## src/rtl/mem_arb_pkg.sv

```systemverilog
// Shared encodings for the RAM port arbiter: FSM states and owner codes.
package mem_arb_pkg;

  typedef enum logic [1:0] {
    IDLE    = 2'd0,
    ACC     = 2'd1,
    RD_WAIT = 2'd2
  } state_e;

  typedef enum logic [1:0] {
    OWN_NONE = 2'b00,
    OWN_CPU  = 2'b01,
    OWN_DBG  = 2'b10
  } owner_e;

endpackage

```

## src/rtl/mem_arb_rr_pick.sv

```systemverilog
// Combinational two-way picker: sole requester wins; ties go to debug when
// forced, otherwise to whichever requester did not own the previous access.
module mem_arb_rr_pick
  import mem_arb_pkg::*;
(
  input  logic   req_cpu,
  input  logic   req_dbg,
  input  logic   force_dbg,
  input  owner_e last_owner,
  output logic   valid,
  output owner_e pick
);

  always_comb begin
    valid = req_cpu | req_dbg;
    pick  = OWN_CPU;
    if (req_dbg && (!req_cpu || force_dbg || (last_owner == OWN_CPU))) begin
      pick = OWN_DBG;
    end
  end

endmodule

```

## src/rtl/mem_port_arbiter.sv

```systemverilog
// Arbitrates the single-port data RAM between the CPU and the debug engine,
// sequencing address/write and read-latency phases and steering read data.
module mem_port_arbiter
  import mem_arb_pkg::*;
#(
  parameter int DW      = 16,
  parameter int AW      = 16,
  parameter int RAM_LAT = 1
) (
  input  logic          clk,
  input  logic          reset,
  input  logic          cpu_req,
  input  logic          cpu_we,
  input  logic [AW-1:0] cpu_addr,
  input  logic [DW-1:0] cpu_wdata,
  output logic          cpu_gnt,
  output logic          cpu_rvalid,
  output logic [DW-1:0] cpu_rdata,
  input  logic          dbg_req,
  input  logic          dbg_we,
  input  logic [AW-1:0] dbg_addr,
  input  logic [DW-1:0] dbg_wdata,
  output logic          dbg_gnt,
  output logic          dbg_rvalid,
  output logic [DW-1:0] dbg_rdata,
  input  logic          dbg_priority,
  output logic [AW-1:0] mem_addr,
  output logic [DW-1:0] mem_din,
  output logic          mem_we,
  input  logic [DW-1:0] mem_dout,
  output logic [1:0]    owner,
  output logic          cpu_stall
);

  localparam int CW = 2;

  state_e        state_q, state_d;
  owner_e        own_q, own_d;
  owner_e        last_q, last_d;
  logic [CW-1:0] cnt_q, cnt_d;
  logic [AW-1:0] addr_q, addr_d;
  logic [DW-1:0] din_q, din_d;
  logic          we_q, we_d;
  logic          pick_valid;
  owner_e        pick;
  logic          acc, rd_done;

  mem_arb_rr_pick u_pick (
    .req_cpu    (cpu_req),
    .req_dbg    (dbg_req),
    .force_dbg  (dbg_priority),
    .last_owner (last_q),
    .valid      (pick_valid),
    .pick       (pick)
  );

  // last_q resets to debug so the CPU takes the first tie.
  always_ff @(posedge clk or posedge reset) begin
    if (reset) begin
      state_q <= IDLE;
      own_q   <= OWN_NONE;
      last_q  <= OWN_DBG;
      cnt_q   <= '0;
      addr_q  <= '0;
      din_q   <= '0;
      we_q    <= 1'b0;
    end else begin
      state_q <= state_d;
      own_q   <= own_d;
      last_q  <= last_d;
      cnt_q   <= cnt_d;
      addr_q  <= addr_d;
      din_q   <= din_d;
      we_q    <= we_d;
    end
  end

  always_comb begin
    state_d = state_q;
    own_d   = own_q;
    last_d  = last_q;
    cnt_d   = cnt_q;
    addr_d  = addr_q;
    din_d   = din_q;
    we_d    = we_q;
    case (state_q)
      IDLE: begin
        if (pick_valid) begin
          state_d = ACC;
          own_d   = pick;
          last_d  = pick;
          if (pick == OWN_DBG) begin
            addr_d = dbg_addr;
            din_d  = dbg_wdata;
            we_d   = dbg_we;
          end else begin
            addr_d = cpu_addr;
            din_d  = cpu_wdata;
            we_d   = cpu_we;
          end
        end
      end
      ACC: begin
        we_d = 1'b0;
        if (we_q) begin
          state_d = IDLE;
        end else begin
          state_d = RD_WAIT;
          cnt_d   = CW'(RAM_LAT - 1);
        end
      end
      RD_WAIT: begin
        if (cnt_q == '0) state_d = IDLE;
        else             cnt_d   = cnt_q - 1'b1;
      end
      default: state_d = IDLE;
    endcase
  end

  assign acc        = (state_q == ACC);
  assign rd_done    = (state_q == RD_WAIT) && (cnt_q == '0);
  assign cpu_gnt    = acc && (own_q == OWN_CPU);
  assign dbg_gnt    = acc && (own_q == OWN_DBG);
  assign cpu_rvalid = rd_done && (own_q == OWN_CPU);
  assign dbg_rvalid = rd_done && (own_q == OWN_DBG);
  assign cpu_rdata  = cpu_rvalid ? mem_dout : '0;
  assign dbg_rdata  = dbg_rvalid ? mem_dout : '0;
  assign mem_addr   = addr_q;
  assign mem_din    = din_q;
  assign mem_we     = we_q;
  assign owner      = (state_q == IDLE) ? OWN_NONE : own_q;
  assign cpu_stall  = cpu_req & ~cpu_gnt;

endmodule

```

## config.mk

```make
export PLATFORM = sky130hd
export DESIGN_NAME = mem_port_arbiter
export DESIGN_NICKNAME = d
export VERILOG_FILES = /design/src/rtl/mem_arb_pkg.sv /design/src/rtl/mem_arb_rr_pick.sv /design/src/rtl/mem_port_arbiter.sv
export SDC_FILE = /design/constraint.sdc
export NUM_CORES = 1
export LEC_CHECK = 0
export CAP_MARGIN = 20
export CORE_ASPECT_RATIO = 1.4
export CORE_MARGIN = 2
export CORE_UTILIZATION = 34
export DETAILED_ROUTE_END_ITERATION = 8
export MAX_ROUTING_LAYER = met4
export PLACE_DENSITY = 0.77
export SLEW_MARGIN = 20
export SYNTH_ARGS = -nofsm -noshare
export SYNTH_HDL_FRONTEND = slang
export SYNTH_SLANG_ARGS = --single-unit
```

## constraint.sdc

```tcl
create_clock -name clk -period 1.3 [get_ports clk]
set_input_delay 0.195 -clock clk [delete_from_list [all_inputs] [get_ports clk]]
set_output_delay 0.195 -clock clk [all_outputs]
set_load 0.05 [all_outputs]
```

# ---- After elaboration in Yosys (flattened, before gate mapping)
# Index checks and enable logic that the tools add are counted.
dict set report totals {
  word_cells 54
  output_inout_bits 72
  register_bits 41
  in_bits 87
}
dict set report op_classes {
  bitwise 3
  addsub 1
  muxes 16
  n_eq_ne 10
  reduce_logical 17
}
# operator count
set ops {}
lappend ops {{$mux 16} 4}
lappend ops {{$mux 2} 7}
lappend ops {{$ne 2x2->1 const B} 4}
lappend ops {{$eq 2x1->1 const B} 3}
lappend ops {{$eq 2x2->1 const B} 3}
lappend ops {{$logic_and 1x1->1} 6}
lappend ops {{$pmux 2 s3} 1}
lappend ops {{$reduce_and 2->1} 3}
lappend ops {{$logic_not 2->1} 2}
lappend ops {{$pmux 2 s2} 1}
lappend ops {{$reduce_bool 2->1} 2}
lappend ops {{$reduce_and 3->1} 1}
lappend ops {{$logic_or 1x1->1} 2}
lappend ops {{$mux 1} 2}
lappend ops {{$pmux 1 s2} 1}
lappend ops {{$sub 2x1->2 const B} 1}
lappend ops {{$and 1x1->1} 1}
lappend ops {{$logic_not 1->1} 1}
lappend ops {{$not 1->1} 1}
lappend ops {{$or 1x1->1} 1}

# ---- Depth between registers and ports, before layout
# Gate-level depths: netlist of run 1.
dict set report depth {
  depth_word 9
  ltp_mapped 6
  ltp_nobuf 5
}

# ---- By module
# A second synthesis of run 1 with hierarchy kept.
dict set report hier_totals {
  hier_cells 216
  hier_area_um2 2159.6
}
# mod seq_area_each_um2 area_each_um2 instances cells_per_inst
set modules_own_cells {}
lappend modules_own_cells {mem_port_arbiter 1002.2 2128.3 1 211}
lappend modules_own_cells {mem_arb_rr_pick 0.0 31.3 1 5}

# ---- Least setup slack after synthesis of run 1
# No wires, ideal clock.
dict set report synth_path {
  path_kind {register -> output}
  start {register state_q[1]}
  end {output port cpu_stall}
  path_stages_with_launch 5
  arrival_ns 1.786
  path_slack_ns -0.681
  n_path_buf 1
  path_cell_list {dfrtp_1 > buf_6 > nand2b_1 > nor2_1 > nor2b_1}
}
dict set report synth_between {
  elab_chain_cells 4
}
# element line
set synth_lines {}
lappend synth_lines {{start: declaration} mem_port_arbiter.sv:37} ;# state_e state_q, state_d;
lappend synth_lines {{start signal: assignment} mem_port_arbiter.sv:68} ;# state_q <= state_d;
lappend synth_lines {{$eq 2x1->1} mem_port_arbiter.sv:120} ;# assign acc = (state_q == ACC);
lappend synth_lines {{$logic_and 1x1->1} mem_port_arbiter.sv:122} ;# assign cpu_gnt = acc && (own_q == OWN_CPU);
lappend synth_lines {{net cpu_gnt} mem_port_arbiter.sv:16} ;# output logic cpu_gnt,
lappend synth_lines {{$not 1->1} mem_port_arbiter.sv:132} ;# assign cpu_stall = cpu_req & ~cpu_gnt;
lappend synth_lines {{$and 1x1->1} mem_port_arbiter.sv:132}
lappend synth_lines {{end: declaration} mem_port_arbiter.sv:32} ;# output logic cpu_stall
# The timed path passes the listed nets, and every way through them passes these cells.

# ---- Worst setup path in the final report of run 1
dict set report layout_path {
  start {register cnt_q[1]}
  end {output port dbg_rdata[5]}
}
dict set report layout_between {
  elab_chain_cells 4
}
# element line
set layout_lines {}
lappend layout_lines {{start: declaration} mem_port_arbiter.sv:40} ;# logic [CW-1:0] cnt_q, cnt_d;
lappend layout_lines {{start signal: assignment} mem_port_arbiter.sv:71} ;# cnt_q <= cnt_d;
lappend layout_lines {{$logic_not 2->1} mem_port_arbiter.sv:121} ;# assign rd_done = (state_q == RD_WAIT) && (cnt_q == '0);
lappend layout_lines {{$logic_and 1x1->1} mem_port_arbiter.sv:121}
lappend layout_lines {{$logic_and 1x1->1} mem_port_arbiter.sv:125} ;# assign dbg_rvalid = rd_done && (own_q == OWN_DBG);
lappend layout_lines {{$mux 16} mem_port_arbiter.sv:127} ;# assign dbg_rdata = dbg_rvalid ? mem_dout : '0;
lappend layout_lines {{end: declaration} mem_port_arbiter.sv:25} ;# output logic [DW-1:0] dbg_rdata,
# Every way passes these cells.

==> metrics, run 1 <==
Finished Layout Cells=570; htree depth=2; number of port buffers=158; Slew headroom=45.8%; Inserted Clock Buffers=5; global route overflow=0; Worst Skew=0.0114 ns; PD cells=2420 nW/um^2; fillers=324; initial DRC count=299; synth unique cells=30; peak supply drop=1.73 mV; Final setup viols=77; first-pass GRT wire length=20100 um; GRT Resource Usage Total=31.4%; Startpoint Class=register; vias post-DR=3431; leakage power total=2.56 nW; number of flops mapped to enable cells by yosys=0; met1 wire length=4880 um; Total Wirelength=14200 um; Diodes inserted=0; yosys warns=0; Setup CP Type=reg -> out; Worst Tran Pin Value=0.811 ns; DRC viols=0; fin crit period=2.01 ns; initial antenna violation count=0; initial core utilization=34.6%; total length of routed met3 wires=1110 um; crit-path max FO=17; Max Cap Violations=0; final worst setup slack=-0.713 ns; failing checks=negative setup slack; dpl cells=533; CP endpoint kind=output pin; routability cong.=0.784; share of layout cells above drive strength 1=65.1%; clk root buf=clkbuf_8; Layout area overhead=152%; Async S/R FF share, synth=100%; clock sink count=40; Syn Inst Count=281; CP arrival=1.82 ns; routed len/inst=24.9 um; met2 wire length=7530 um; Reg clk slew, reported paths=0.09 ns; clock latency at the later pin of the worst-skew pair=0.30 ns; largest net degree at the start of global routing=41; Fin. Hold Viols=0; WHS=0.234 ns; core area=7650 um^2; R2R cell count=8; DP Area=5420 um^2; worst hold path type=in -> async; RR Startpoint=state_q[1]; outcome=finished, violations left; Slew Limit Fails=0; worst flop-to-flop path endpoint=mem_din[1]; syn nets=369; nets=558; antenna viol nets, final=0; Reg2Reg Setup Slack=-0.35 ns; vias in the first global route=3612; HPWL Detailed=7380 um; Final Cycle Share=155%; unrepaired setup endpoints after global routing=true; Die Ht=108 um; via/cell ratio=6.02; CTS tree=built; Pre-antenna DRT Iters=4; die width=78.6 um; Pwr Total=16.1 mW; worst path required time=1.11 ns; post-synthesis cell area=2650 um^2; Max Freq=0.497 GHz; commonest non-fill, non-tap cell in the layout=buf_12; die area=8520 um^2; commonest cells after routing, fill and taps aside=buf_12, clkdlybuf4s50_1, dfrtp_1; Post-Syn Area per Cell=9.42 um^2; Ports=159; std cell rows=38; Top FF cell, synth=dfrtp_1; fin area=6660 um^2; CTS Hold Bufs=0; highest metal used=met4; clk buf depth=2; register bit total from synthesis=40; sequential cell area fraction in the yosys report=37.9%
## metrics by stage
stage	utilization (%)	setup TNS [ns]	worst slack, ns
floorplan	-	-9.01	-0.273
global placement	70.8	-28.30	-0.692
detailed placement	70.8	-32.91	-0.776
CTS	82.1	-27.55	-0.627
global route	87.0	-37.06	-0.750
finish	87.0	-33.87	-0.713
## worst max-delay path, cell delays in order (launching register included)
cell and delay, ns:
dfrtp_1 0.41, inv_1 0.09, ha_2 0.18, nand3b_1 0.20, nor2_4 0.18, buf_12 0.15
and2_2 0.17, buf_12 0.13
## layer usage
metal  vias to the layer above  GRT usage (%)
li1                       1446              -
met3                        55           6.09
met5                         -              -
met4                         0           14.3
met1                      1711           34.1
met2                       219           55.1
## flip-flops by register name (all words and copies together), names as in the netlist
register	count
state_q	2
cnt_q	2
mem_din	16
mem_addr	16
last_q	1
own_q	2
mem_we	1
## synthesized netlist by cell type, drive strengths merged, types with 3 or more instances
cell | instances | area (um^2)
and2 | 34 | 213
buf | 19 | 125
clkbuf | 18 | 67.6
dfrtp | 39 | 976
inv | 4 | 15.0
nand2 | 3 | 11.3
nand2b | 5 | 31.3
nand3 | 33 | 165
nor2 | 9 | 46.3
o2111ai | 33 | 289
o211ai | 33 | 393
o21ai | 34 | 170
## final cells by class
type	instances	area (um^2)	share of cell area (%)
repair buffers	218	3160	47.4
multi-input cells	201	2280	34.3
flip-flops and latches	40	1000	15.1
well taps	100	125	1.88
clock buffers	6	72.6	1.09
inverters	4	15.0	0.225
clock inverters	1	5.00	0.0751
## how the worst max path moves through the flow
stage | end | start | cells past startpoint
3_5_place_dp | mem_din[3] | dbg_req | 4
6_report | dbg_rdata[5] | cnt_q[1] | 7
3_3_place_gp | mem_din[1] | dbg_req | 4
2_1_floorplan | dbg_rdata[11] | cnt_q[0] | 6
5_1_grt | dbg_rdata[5] | cnt_q[1] | 7
4_1_cts | dbg_rdata[5] | cnt_q[0] | 7
## logic make-up after synthesis
logic type,share of synthesized area (%)
AO/OA/AOI/OAI,33.8
AND/OR/NAND/NOR,19.6
buffers and inverters,7.84
flip-flops,37.9
multiplexers,0.378
adder cells (fa/ha/maj),0.473
## repair_timing
action,4_1_cts,5_1_grt
setup endpoints to repair,77,77
gates cloned,11,1
resized for setup,82,73
pin swaps,48,38
setup buffers,12,14
## power breakdown
group          switching, mW  internal, mW
Sequential             0.811          1.85
Combinational           6.36          6.22
Clock                  0.495         0.367
Power figures use the tool's default switching activity.
==> inputs of run 2 (changes only) <==
--- a/config.mk
+++ b/config.mk
@@ -8,10 +8,10 @@
 export CAP_MARGIN = 20
 export CORE_ASPECT_RATIO = 1.4
 export CORE_MARGIN = 2
-export CORE_UTILIZATION = 34
+export CORE_UTILIZATION = 38
 export DETAILED_ROUTE_END_ITERATION = 8
 export MAX_ROUTING_LAYER = met4
-export PLACE_DENSITY = 0.77
+export PLACE_DENSITY = 0.81
 export SLEW_MARGIN = 20
 export SYNTH_ARGS = -nofsm -noshare
 export SYNTH_HDL_FRONTEND = slang
==> constraint.sdc (replaced) <==
create_clock -name clk -period 2.3 [get_ports clk]
set_input_delay 0.345 -clock clk [delete_from_list [all_inputs] [get_ports clk]]
set_output_delay 0.345 -clock clk [all_outputs]
set_load 0.05 [all_outputs]
==> run 2 against run 1 <==
  * Power down 63%
  * Final cell count down 8.9%
  * Count of clock-buffer cells in the layout up 1
  * Register-to-register slack better by 1.1 ns
  * The flow now finishes without violations
  * Critical path depth unchanged
  * Clock skew down 0.0045 ns
  * Largest power group unchanged
==> metrics, run 2 (synthesis results as in run 1) <==
outcome=completed; fin crit period=2.15 ns; Slowest Stage Delay on Critical Path=0.42 ns (about the same); Final Cycle Share=93.6%; CP Cell Sequence=inv_1, ha_1, nand3b_1, nor2_4, buf_12, and2_1, buf_12; CP endpoint kind=output pin; clk buf depth=2 (unchanged); Total Wirelength=9110 um (-36%); initial antenna violation count=0 (unchanged); fillers=530 (+64%); Max Freq=0.465 GHz; core area=6850 um^2 (-11%); routability cong.=0.798 (+1.8%); number of port buffers=158 (unchanged); Slew headroom=47.1% (+1.3 points); std cell rows=36 (-5.3%); initial core utilization=38.7% (+4.1 points); CP arrival=1.81 ns (about the same); commonest cells after routing, fill and taps aside=clkdlybuf4s50_1, buf_12, dfrtp_1; clk root buf=clkbuf_8; htree depth=2 (unchanged); largest net degree at the start of global routing=71 (+73%); PD cells=1220 nW/um^2 (-49%); clock latency at the later pin of the worst-skew pair=0.30 ns (about the same); DRC viols=0 (unchanged); commonest non-fill, non-tap cell in the layout=clkdlybuf4s50_1; most frequent cell on the critical path=buf_12; Crit path depth=7 (unchanged); die width=74.5 um (-5.1%); Setup TNS=0 ns (+33.87 ns); Worst Tran Pin Value=0.789 ns (-0.0220 ns); Layout area overhead=82.7%; HPWL Detailed=6730 um (-8.7%); leakage power total=1.88 nW (-26%); Reg2Reg Setup Slack=0.72 ns (+1.07 ns); unrepaired setup endpoints after global routing=false; Reg clk slew, reported paths=0.08 ns (about the same); via/cell ratio=5.58 (-7.4%); Die Ht=103 um (-5.2%); R2R cell count=4 (-4); Max Cap Violations=0 (unchanged); worst hold path type=in -> async; Worst Path Buf+Inv=3 (unchanged); initial DRC count=247 (-17%); first-pass GRT wire length=14300 um (-29%); CTS tree=built; Ports=159 (unchanged); Worst Skew=0.00691 ns (-0.00452 ns); Crit-path slowest cell=dfrtp_1; peak supply drop=0.771 mV (-56%); crit-path max FO=17 (unchanged); GRT Resource Usage Total=24.6% (-6.8 points); worst flop-to-flop path endpoint=mem_din[2]; die area=7660 um^2 (-10%); Reg area=1000 um^2 (-0.25%); antenna viol nets, final=0 (unchanged); Slew Limit Fails=0 (unchanged); Diodes inserted=0 (unchanged); RR Startpoint=own_q[0]; worst path required time=1.96 ns (+0.85 ns); Startpoint Class=register; Final setup viols=0 (-100%); clock sink count=40 (unchanged); Pre-antenna DRT Iters=4 (unchanged); share of layout cells above drive strength 1=22.9% (-42 points); Inserted Clock Buffers=5 (unchanged); Setup CP Type=reg -> out; vias in the first global route=2907 (-20%); Top delay family on crit path=simple AND/OR/NAND/NOR gates; Fin. Hold Viols=0 (unchanged); CTS Hold Bufs=0 (unchanged); global route overflow=0 (unchanged); nets=511 (-8.4%); vias post-DR=2894 (-16%); multi-input logic area=1460 um^2 (-36%); Core Util, Final=70.6% (-16 points); routed len/inst=17.6 um (-29%)
## run 2: cell types whose count changed in the layout (fill, tap and decap cells not counted), moves of 27 or more
cell / delta
and2_1: +34
and2_4: -29
buf_12: -48
clkdlybuf4s50_1: +35
nand3_1: +27
o2111ai_1: +28
## run 2: where the power goes
| group | switching (mW) | internal (mW) |
|---|---|---|
| logic | 2.50 | 1.51 |
| clock network | 0.251 | 0.383 |
| registers | 0.234 | 1.04 |
| total | 2.99 | 2.93 |
## run 2: through the flow
step | power [mW] | cells | instance area (um^2) | setup slack (ns) | hold WS, ns
3_5_place_dp | 5.26 | 509 | 4660 | 0.151 | 0.507
6_report | 5.92 | 519 | 4840 | 0.148 | 0.407
5_1_grt | 6.22 | 519 | 4840 | 0.0292 | 0.444
2_1_floorplan | 3.85 | 281 | 2650 | 0.169 | 0.494
3_3_place_gp | 5.18 | 509 | 4650 | 0.0413 | 0.494
4_1_cts | 5.90 | 517 | 4790 | -0.0549 | 0.417
## run 2: what timing repair did
item	in CTS	in global routing
gates resized for setup	0	2
buffers inserted	0	2
endpoints found under the setup margin	32	34
pin swaps	0	2
## run 2: per-layer routing
metal | vias to the layer above | wire [um] | global-route usage, %
li1 | 1345 | - | -
met5 | - | 0 | -
met2 | 167 | 4660 | 41.7
met1 | 1354 | 3280 | 27.9
met4 | 0 | 354 | 10.4
met3 | 28 | 812 | 4.89
## run 2: worst max path at each step
stage / start / to / slack [ns]
3_3_place_gp: dbg_req / mem_din[2] / 0.04
6_report: cnt_q[0] / dbg_rdata[13] / 0.15
2_1_floorplan: state_q[1] / cpu_stall / 0.17
4_1_cts: cnt_q[0] / cpu_rdata[2] / -0.05
5_1_grt: cnt_q[0] / dbg_rdata[15] / 0.03
3_5_place_dp: dbg_req / mem_din[2] / 0.15
## run 2: final cells by class
type / instances / share of cell area, %
tap: 95 / 2.46
clock inverter: 1 / 0.621
inverter: 4 / 0.310
clock buffer: 7 / 1.99
multi-input combinational: 200 / 30.2
sequential: 40 / 20.7
timing repair buffer: 172 / 43.7
## run 2: worst register-to-register path: cells and delay by family (launching register included)
kind,cells,cell delay (ns)
AND/OR/NAND/NOR,1,0.18
flip-flops,1,0.41
AO/OA/AOI/OAI,2,0.61
buffers and inverters,1,0.26
==> inputs of run 3 (changes only) <==
--- a/config.mk
+++ b/config.mk
@@ -10,6 +10,7 @@
 export CORE_MARGIN = 2
 export CORE_UTILIZATION = 38
 export DETAILED_ROUTE_END_ITERATION = 8
+export HOLD_SLACK_MARGIN = 0.1
 export MAX_ROUTING_LAYER = met4
 export PLACE_DENSITY = 0.81
 export SLEW_MARGIN = 20
==> results of run 3 <==
Same layout as run 2: the final DEF is identical, and so are final timing and power.
